===== src/rtl/regfile_pkg.sv =====
// rtl/regfile_pkg.sv - shared types and default sizes for the register file write arbiter
// Ports: none (package).
package regfile_pkg;

  typedef enum logic {
    CLEAR = 1'b0,
    ARB   = 1'b1
  } state_t;

  function automatic int depth_of(input int addr_n);
    return 1 << addr_n;
  endfunction

  localparam int DATA_N_DEF = 4;
  localparam int ADDR_N_DEF = 3;
  localparam int REQ_N_DEF  = 3;
  localparam int DEPTH      = depth_of(ADDR_N_DEF);

endpackage


===== src/rtl/regfile_write_arbiter_if.sv =====
// rtl/regfile_write_arbiter_if.sv - requester/register-file bus of the write arbiter
// Signals: clr/busy (sweep control), req/req_wa/req_wd/gnt (requester handshake),
//          rf_we/rf_wa/rf_wd (register file write port).
// Modports: master = requester/register-file side, slave = arbiter.
interface regfile_write_arbiter_if #(
  parameter int DATA_N = 4,
  parameter int ADDR_N = 3,
  parameter int REQ_N  = 3
) ();

  logic                     clr;
  logic                     busy;
  logic [REQ_N-1:0]         req;
  logic [REQ_N*ADDR_N-1:0]  req_wa;
  logic [REQ_N*DATA_N-1:0]  req_wd;
  logic [REQ_N-1:0]         gnt;
  logic                     rf_we;
  logic [ADDR_N-1:0]        rf_wa;
  logic [DATA_N-1:0]        rf_wd;

  modport master (
    output clr, req, req_wa, req_wd,
    input  busy, gnt, rf_we, rf_wa, rf_wd
  );

  modport slave (
    input  clr, req, req_wa, req_wd,
    output busy, gnt, rf_we, rf_wa, rf_wd
  );

endinterface


===== src/rtl/regfile_write_arbiter_rr_pick.sv =====
// rtl/regfile_write_arbiter_rr_pick.sv - combinational round-robin winner search
// Ports: req (masked requests), ptr (last winner) -> win (one-hot), idx (winner index),
//        any (some request set).
module rr_pick #(
  parameter int REQ_N = 3,
  parameter int PTR_W = 2
) (
  input  logic [REQ_N-1:0] req,
  input  logic [PTR_W-1:0] ptr,
  output logic [REQ_N-1:0] win,
  output logic [PTR_W-1:0] idx,
  output logic             any
);

  // Search ptr+1, ptr+2, ... wrapping; the last candidate is ptr itself.
  always_comb begin
    win = '0;
    idx = '0;
    any = 1'b0;
    for (int k = 1; k <= REQ_N; k++) begin
      if (!any && req[(int'(ptr) + k) % REQ_N]) begin
        any = 1'b1;
        win[(int'(ptr) + k) % REQ_N] = 1'b1;
        idx = PTR_W'((int'(ptr) + k) % REQ_N);
      end
    end
  end

endmodule


===== src/rtl/regfile_write_arbiter.sv =====
// rtl/regfile_write_arbiter.sv - round-robin owner of the register file write port with clear sweep
// Ports: clk, rst (sync, active-high), bus (slave modport: clr/busy, req/req_wa/req_wd/gnt,
//        rf_we/rf_wa/rf_wd). All outputs registered.
module regfile_write_arbiter
  import regfile_pkg::*;
#(
  parameter int DATA_N = DATA_N_DEF,
  parameter int ADDR_N = ADDR_N_DEF,
  parameter int REQ_N  = REQ_N_DEF
) (
  input logic                    clk,
  input logic                    rst,
  regfile_write_arbiter_if.slave bus
);

  localparam int PTR_W = $clog2(REQ_N);
  localparam int LAST  = depth_of(ADDR_N) - 1;

  state_t             state;
  logic [ADDR_N-1:0]  cnt;
  logic [PTR_W-1:0]   ptr;
  logic [REQ_N-1:0]   gnt_q;
  logic               we_q;
  logic [ADDR_N-1:0]  wa_q;
  logic [DATA_N-1:0]  wd_q;
  logic               busy_q;

  logic [REQ_N-1:0]   masked;
  logic [REQ_N-1:0]   win;
  logic [PTR_W-1:0]   win_idx;
  logic               win_any;

  // A requester granted this cycle may still show req; masking it blocks a double grant.
  assign masked = bus.req & ~gnt_q;

  rr_pick #(.REQ_N(REQ_N), .PTR_W(PTR_W)) u_pick (
    .req (masked),
    .ptr (ptr),
    .win (win),
    .idx (win_idx),
    .any (win_any)
  );

  always_ff @(posedge clk) begin
    if (rst) begin
      state  <= CLEAR;
      cnt    <= '0;
      ptr    <= PTR_W'(REQ_N - 1);
      gnt_q  <= '0;
      we_q   <= 1'b0;
      wa_q   <= '0;
      wd_q   <= '0;
      busy_q <= 1'b1;
    end else begin
      case (state)
        CLEAR: begin
          we_q  <= 1'b1;
          wa_q  <= cnt;
          wd_q  <= '0;
          gnt_q <= '0;
          cnt   <= cnt + 1'b1;
          // busy is left high here so it covers the cycle presenting the last address.
          if (cnt == ADDR_N'(LAST)) state <= ARB;
        end
        ARB: begin
          busy_q <= 1'b0;
          if (bus.clr) begin
            gnt_q  <= '0;
            we_q   <= 1'b0;
            cnt    <= '0;
            busy_q <= 1'b1;
            state  <= CLEAR;
          end else if (win_any) begin
            gnt_q <= win;
            we_q  <= 1'b1;
            wa_q  <= bus.req_wa[int'(win_idx)*ADDR_N +: ADDR_N];
            wd_q  <= bus.req_wd[int'(win_idx)*DATA_N +: DATA_N];
            ptr   <= win_idx;
          end else begin
            gnt_q <= '0;
            we_q  <= 1'b0;
          end
        end
        default: state <= CLEAR;
      endcase
    end
  end

  assign bus.gnt   = gnt_q;
  assign bus.rf_we = we_q;
  assign bus.rf_wa = wa_q;
  assign bus.rf_wd = wd_q;
  assign bus.busy  = busy_q;

endmodule


===== src/flat_wrapper.sv =====
// flat-port wrapper written by rule: the top's interface ports become plain ports
module regfile_write_arbiter_flat import regfile_pkg::*;
#(
  parameter int DATA_N = DATA_N_DEF,
  parameter int ADDR_N = ADDR_N_DEF,
  parameter int REQ_N  = REQ_N_DEF
)
  (clk, rst, bus_clr, bus_req, bus_req_wa, bus_req_wd, bus_busy, bus_gnt, bus_rf_we, bus_rf_wa, bus_rf_wd);
  regfile_write_arbiter_if #(.DATA_N(DATA_N), .ADDR_N(ADDR_N), .REQ_N(REQ_N)) bus_i ();
  input logic clk;
  input logic rst;
  input wire logic [$bits(bus_i.clr)-1:0] bus_clr;
  input wire logic [$bits(bus_i.req)-1:0] bus_req;
  input wire logic [$bits(bus_i.req_wa)-1:0] bus_req_wa;
  input wire logic [$bits(bus_i.req_wd)-1:0] bus_req_wd;
  output wire logic [$bits(bus_i.busy)-1:0] bus_busy;
  output wire logic [$bits(bus_i.gnt)-1:0] bus_gnt;
  output wire logic [$bits(bus_i.rf_we)-1:0] bus_rf_we;
  output wire logic [$bits(bus_i.rf_wa)-1:0] bus_rf_wa;
  output wire logic [$bits(bus_i.rf_wd)-1:0] bus_rf_wd;
  assign bus_i.clr = bus_clr;
  assign bus_i.req = bus_req;
  assign bus_i.req_wa = bus_req_wa;
  assign bus_i.req_wd = bus_req_wd;
  assign bus_busy = bus_i.busy;
  assign bus_gnt = bus_i.gnt;
  assign bus_rf_we = bus_i.rf_we;
  assign bus_rf_wa = bus_i.rf_wa;
  assign bus_rf_wd = bus_i.rf_wd;
  regfile_write_arbiter #(.DATA_N(DATA_N), .ADDR_N(ADDR_N), .REQ_N(REQ_N)) u_core (.clk(clk), .rst(rst), .bus(bus_i));
endmodule

===== config.mk =====
export PLATFORM = sky130hd
export DESIGN_NAME = regfile_write_arbiter_flat
export DESIGN_NICKNAME = d
export VERILOG_FILES = /design/src/rtl/regfile_pkg.sv /design/src/rtl/regfile_write_arbiter_if.sv /design/src/rtl/regfile_write_arbiter_rr_pick.sv /design/src/rtl/regfile_write_arbiter.sv /design/src/flat_wrapper.sv
export SDC_FILE = /design/constraint.sdc
export NUM_CORES = 1
export LEC_CHECK = 0
export CORE_MARGIN = 4
export CORE_UTILIZATION = 47
export DETAILED_ROUTE_END_ITERATION = 16
export GPL_ROUTABILITY_DRIVEN = 0
export GPL_TIMING_DRIVEN = 0
export PLACE_DENSITY = 0.85
export SYNTH_ARGS = -nofsm -noshare
export SYNTH_HDL_FRONTEND = slang
export SYNTH_SLANG_ARGS = --single-unit

===== constraint.sdc =====
create_clock -name clk -period 3.15 [get_ports clk]
set_input_delay 0.945 -clock clk [delete_from_list [all_inputs] [get_ports clk]]
set_output_delay 0.945 -clock clk [all_outputs]
set_load 0.1 [all_outputs]

==> flow_metrics.tcl <==
set metrics [dict create \
    critPathLaunchType "flip-flop" \
    ys_warn_count 0 \
    hpwl_mm 2.53 \
    path_max_fanout 4 \
    netlist_instances 149 \
    min_period_ns 2.81 \
    cts_setup_buffers 0 \
    syn-cell-area_um2 1310 \
    drcViolationCount 0 \
    syn_avg_cell_area_um2 8.78 \
    synth_top_family_by_area "compound AO/OA/AOI/OAI gates" \
    worst_clock_skew_ns 0.00940 \
    power.density_nw_per_um2 293 \
    synth_compound_gate_area_share_pct 31.0 \
    rsz0062_at_grt "false" \
    cts.sinks 18 \
    start_util_pct 50.9 \
    cp_num_buf_inv 1 \
    antenna_found_initial 0 \
    synth_xor_area_share_pct 0 \
    cp.required_ns 2.20 \
    cts_tree "yes" \
    grt_util_all_layers_pct 19.8 \
    tightest_slew_ns 0.974 \
    synth-simple-area-share_pct 22.7 \
    fillers 218 \
    routed_wl_mm 3.27 \
    die_h_um 60.7 \
    grt_pass1_wl_mm 5.42 \
    max_freq_ghz 0.356 \
    slowest_stage "clkdlybuf4s50_1" \
    synth_edf_count 0 \
    final_nets 225 \
    synth.distinct_cells 49 \
    ctsHoldBuffers 0 \
    setup_viol 0 \
    ir_drop_mv 0.188 \
    drv_slew 0 \
    final_antenna_net_count 0 \
    clk_pin_slew_ns 0.12 \
    p_leak_nw 0.713 \
    synth_top_area_cell "dfxtp_1" \
    cp_top_family "buffers and inverters" \
    path_cells "clkdlybuf4s50_1" \
    n_antenna_cell 0 \
    async_flop_share_pct 0 \
    relSlewSlack_pct 34.9 \
    cts_resized 0 \
    syn_nets 182 \
    fin_crit_sh_pct 89.3 \
    clock_path_buffers 2 \
    ioPinCount 39 \
    whs_ns 0.489 \
    ys_ff_latch 18 \
    drive_above_1_share_pct 12.6 \
    syn2layout_area_growth_pct 34.7 \
    synth_top_cell_area_share_pct 27.6 \
    synthTopCellsByCount "dfxtp_1 (18), nand2_1 (18), nor2_1 (15)" \
    min_path_type "reg -> reg" \
    cts-buffers-inserted 3 \
    ctsHtreeMaxLevel 1 \
    clk_latency_ns 0.31 \
    finalHoldViolCount 0 \
    synth-adder-area-share_pct 5.74 \
    drt_iter0_markers 30 \
    critical_path.max_stage_delay_ns 1.15 \
    die_w_um 60.7 \
    status "finished, final reports clean" \
    drtPass1Iterations 4 \
    yosysSeqAreaShare_pct 27.6 \
    endpoint_kind "output pin" \
    root_buffer "clkbuf_4" \
    grt_pass1_vias 1250 \
    max-cap-violations 0 \
    dr_total_vias 1279 \
    crit_type "reg -> out" \
    muxShareOfSynthArea_pct 7.27 \
    setup_tns_ns 0 \
    wl_per_cell_um 14.8 \
    worst_ep_arrival_time_ns 1.87 \
    io_buffers 38 \
    overflow 0 \
    rows 18 \
    synth_area_leaders "dfxtp_1 (28%), mux2i_1 (6.1%), ha_1 (5.7%)" \
    grt_max_degree 11 \
    die-area_um2 3690 \
    synth_flop_cell "dfxtp_1" \
    viasPerCell 5.79 \
    coreArea_um2 2570 \
]
## layout by cell type (no fill, tap or decap), drive strengths merged, types with 3 or more instances in the layout
master / n
ha: 6
a21oi: 11
clkbuf: 5
buf: 5
nand2: 18
o21ai: 6
nor2: 16
dfxtp: 18
o221ai: 5
nand2b: 3
a311o: 3
and4bb: 3
clkdlybuf4s50: 38
a211oi: 4
inv: 7
mux2i: 8
nand3: 3
a22oi: 3
## path summary, 6_finish.rpt
| kind | slack [ns] | end | startpoint | cells after the start |
|---|---|---|---|---|
| hold / removal | 0.49 | u_core.bus.rf_wd[1]$_SDFFE_PP0P_ | u_core.bus.rf_wd[1]$_SDFFE_PP0P_ | 2 |
| hold reg to reg | 0.49 | u_core.bus.rf_wd[1]$_SDFFE_PP0P_ | u_core.bus.rf_wd[1]$_SDFFE_PP0P_ | 2 |
| setup / recovery | 0.34 | bus_gnt[0] | u_core.bus.gnt[0]$_SDFF_PP0_ | 1 |
| setup reg to reg | 0.65 | u_core.bus.rf_wa[1]$_SDFFE_PP0P_ | u_core.ptr[0]$_SDFFE_PP0P_ | 9 |
## registers in the layout, indices dropped and copies added, names as in the netlist
name and cells:
u_core.bus.gnt 3, u_core.bus.rf_wa 3, u_core.bus.rf_we 1, u_core.bus.rf_wd 4
u_core.bus.busy 1, u_core.state 1, u_core.ptr 2, u_core.cnt 3
## power by group
group          total (mW)  leakage (nW)  internal [mW]  switching (mW)
sequential          0.239         0.146          0.234         0.00492
combinational       0.124         0.545         0.0600          0.0642
clock               0.153        0.0210         0.0706          0.0820
total               0.516         0.713          0.365           0.151
## layer usage
| metal | up-vias | global-route usage (%) | routed length, um |
|---|---|---|---|
| met3 | 5 | 5.32 | 234 |
| met5 | - | 0 | 0 |
| met4 | 0 | 6.50 | 47 |
| li1 | 637 | - | - |
| met1 | 589 | 24.6 | 1430 |
| met2 | 48 | 33.1 | 1560 |
## cell type report
cell class	count	area, um2	area share, %
timing repair buffer	38	380	21.6
sequential	18	360	20.5
clock buffer	4	36.3	2.06
multi-input combinational	116	872	49.5
buffer	6	41.3	2.34
inverter	9	33.8	1.92
tap	30	37.5	2.13
## per-stage QoR
| stage | utilization, % | instances | area, um2 | setup WS, ns | total power [mW] |
|---|---|---|---|---|---|
| global route | 68.6 | 221 | 1760 | 0.301 | 0.535 |
| global placement | 67.2 | 217 | 1730 | 0.165 | 0.365 |
| floorplan | - | 149 | 1310 | 0.730 | 0.318 |
| detailed placement | 67.2 | 217 | 1730 | 0.103 | 0.368 |
| CTS | 68.6 | 221 | 1760 | 0.328 | 0.518 |
| finish | 68.6 | 221 | 1760 | 0.339 | 0.516 |
## kinds of logic (layout without fill, tap and decap cells)
| logic type | Yosys count | count (layout) |
|---|---|---|
| AND/OR/NAND/NOR | 53 | 53 |
| AO/OA/AOI/OAI | 48 | 48 |
| flip-flops | 18 | 18 |
| buffers and inverters | 15 | 57 |
| multiplexers | 9 | 9 |
| adder cells (fa/ha/maj) | 6 | 6 |
No activity file was read; power rests on OpenSTA's default activity.
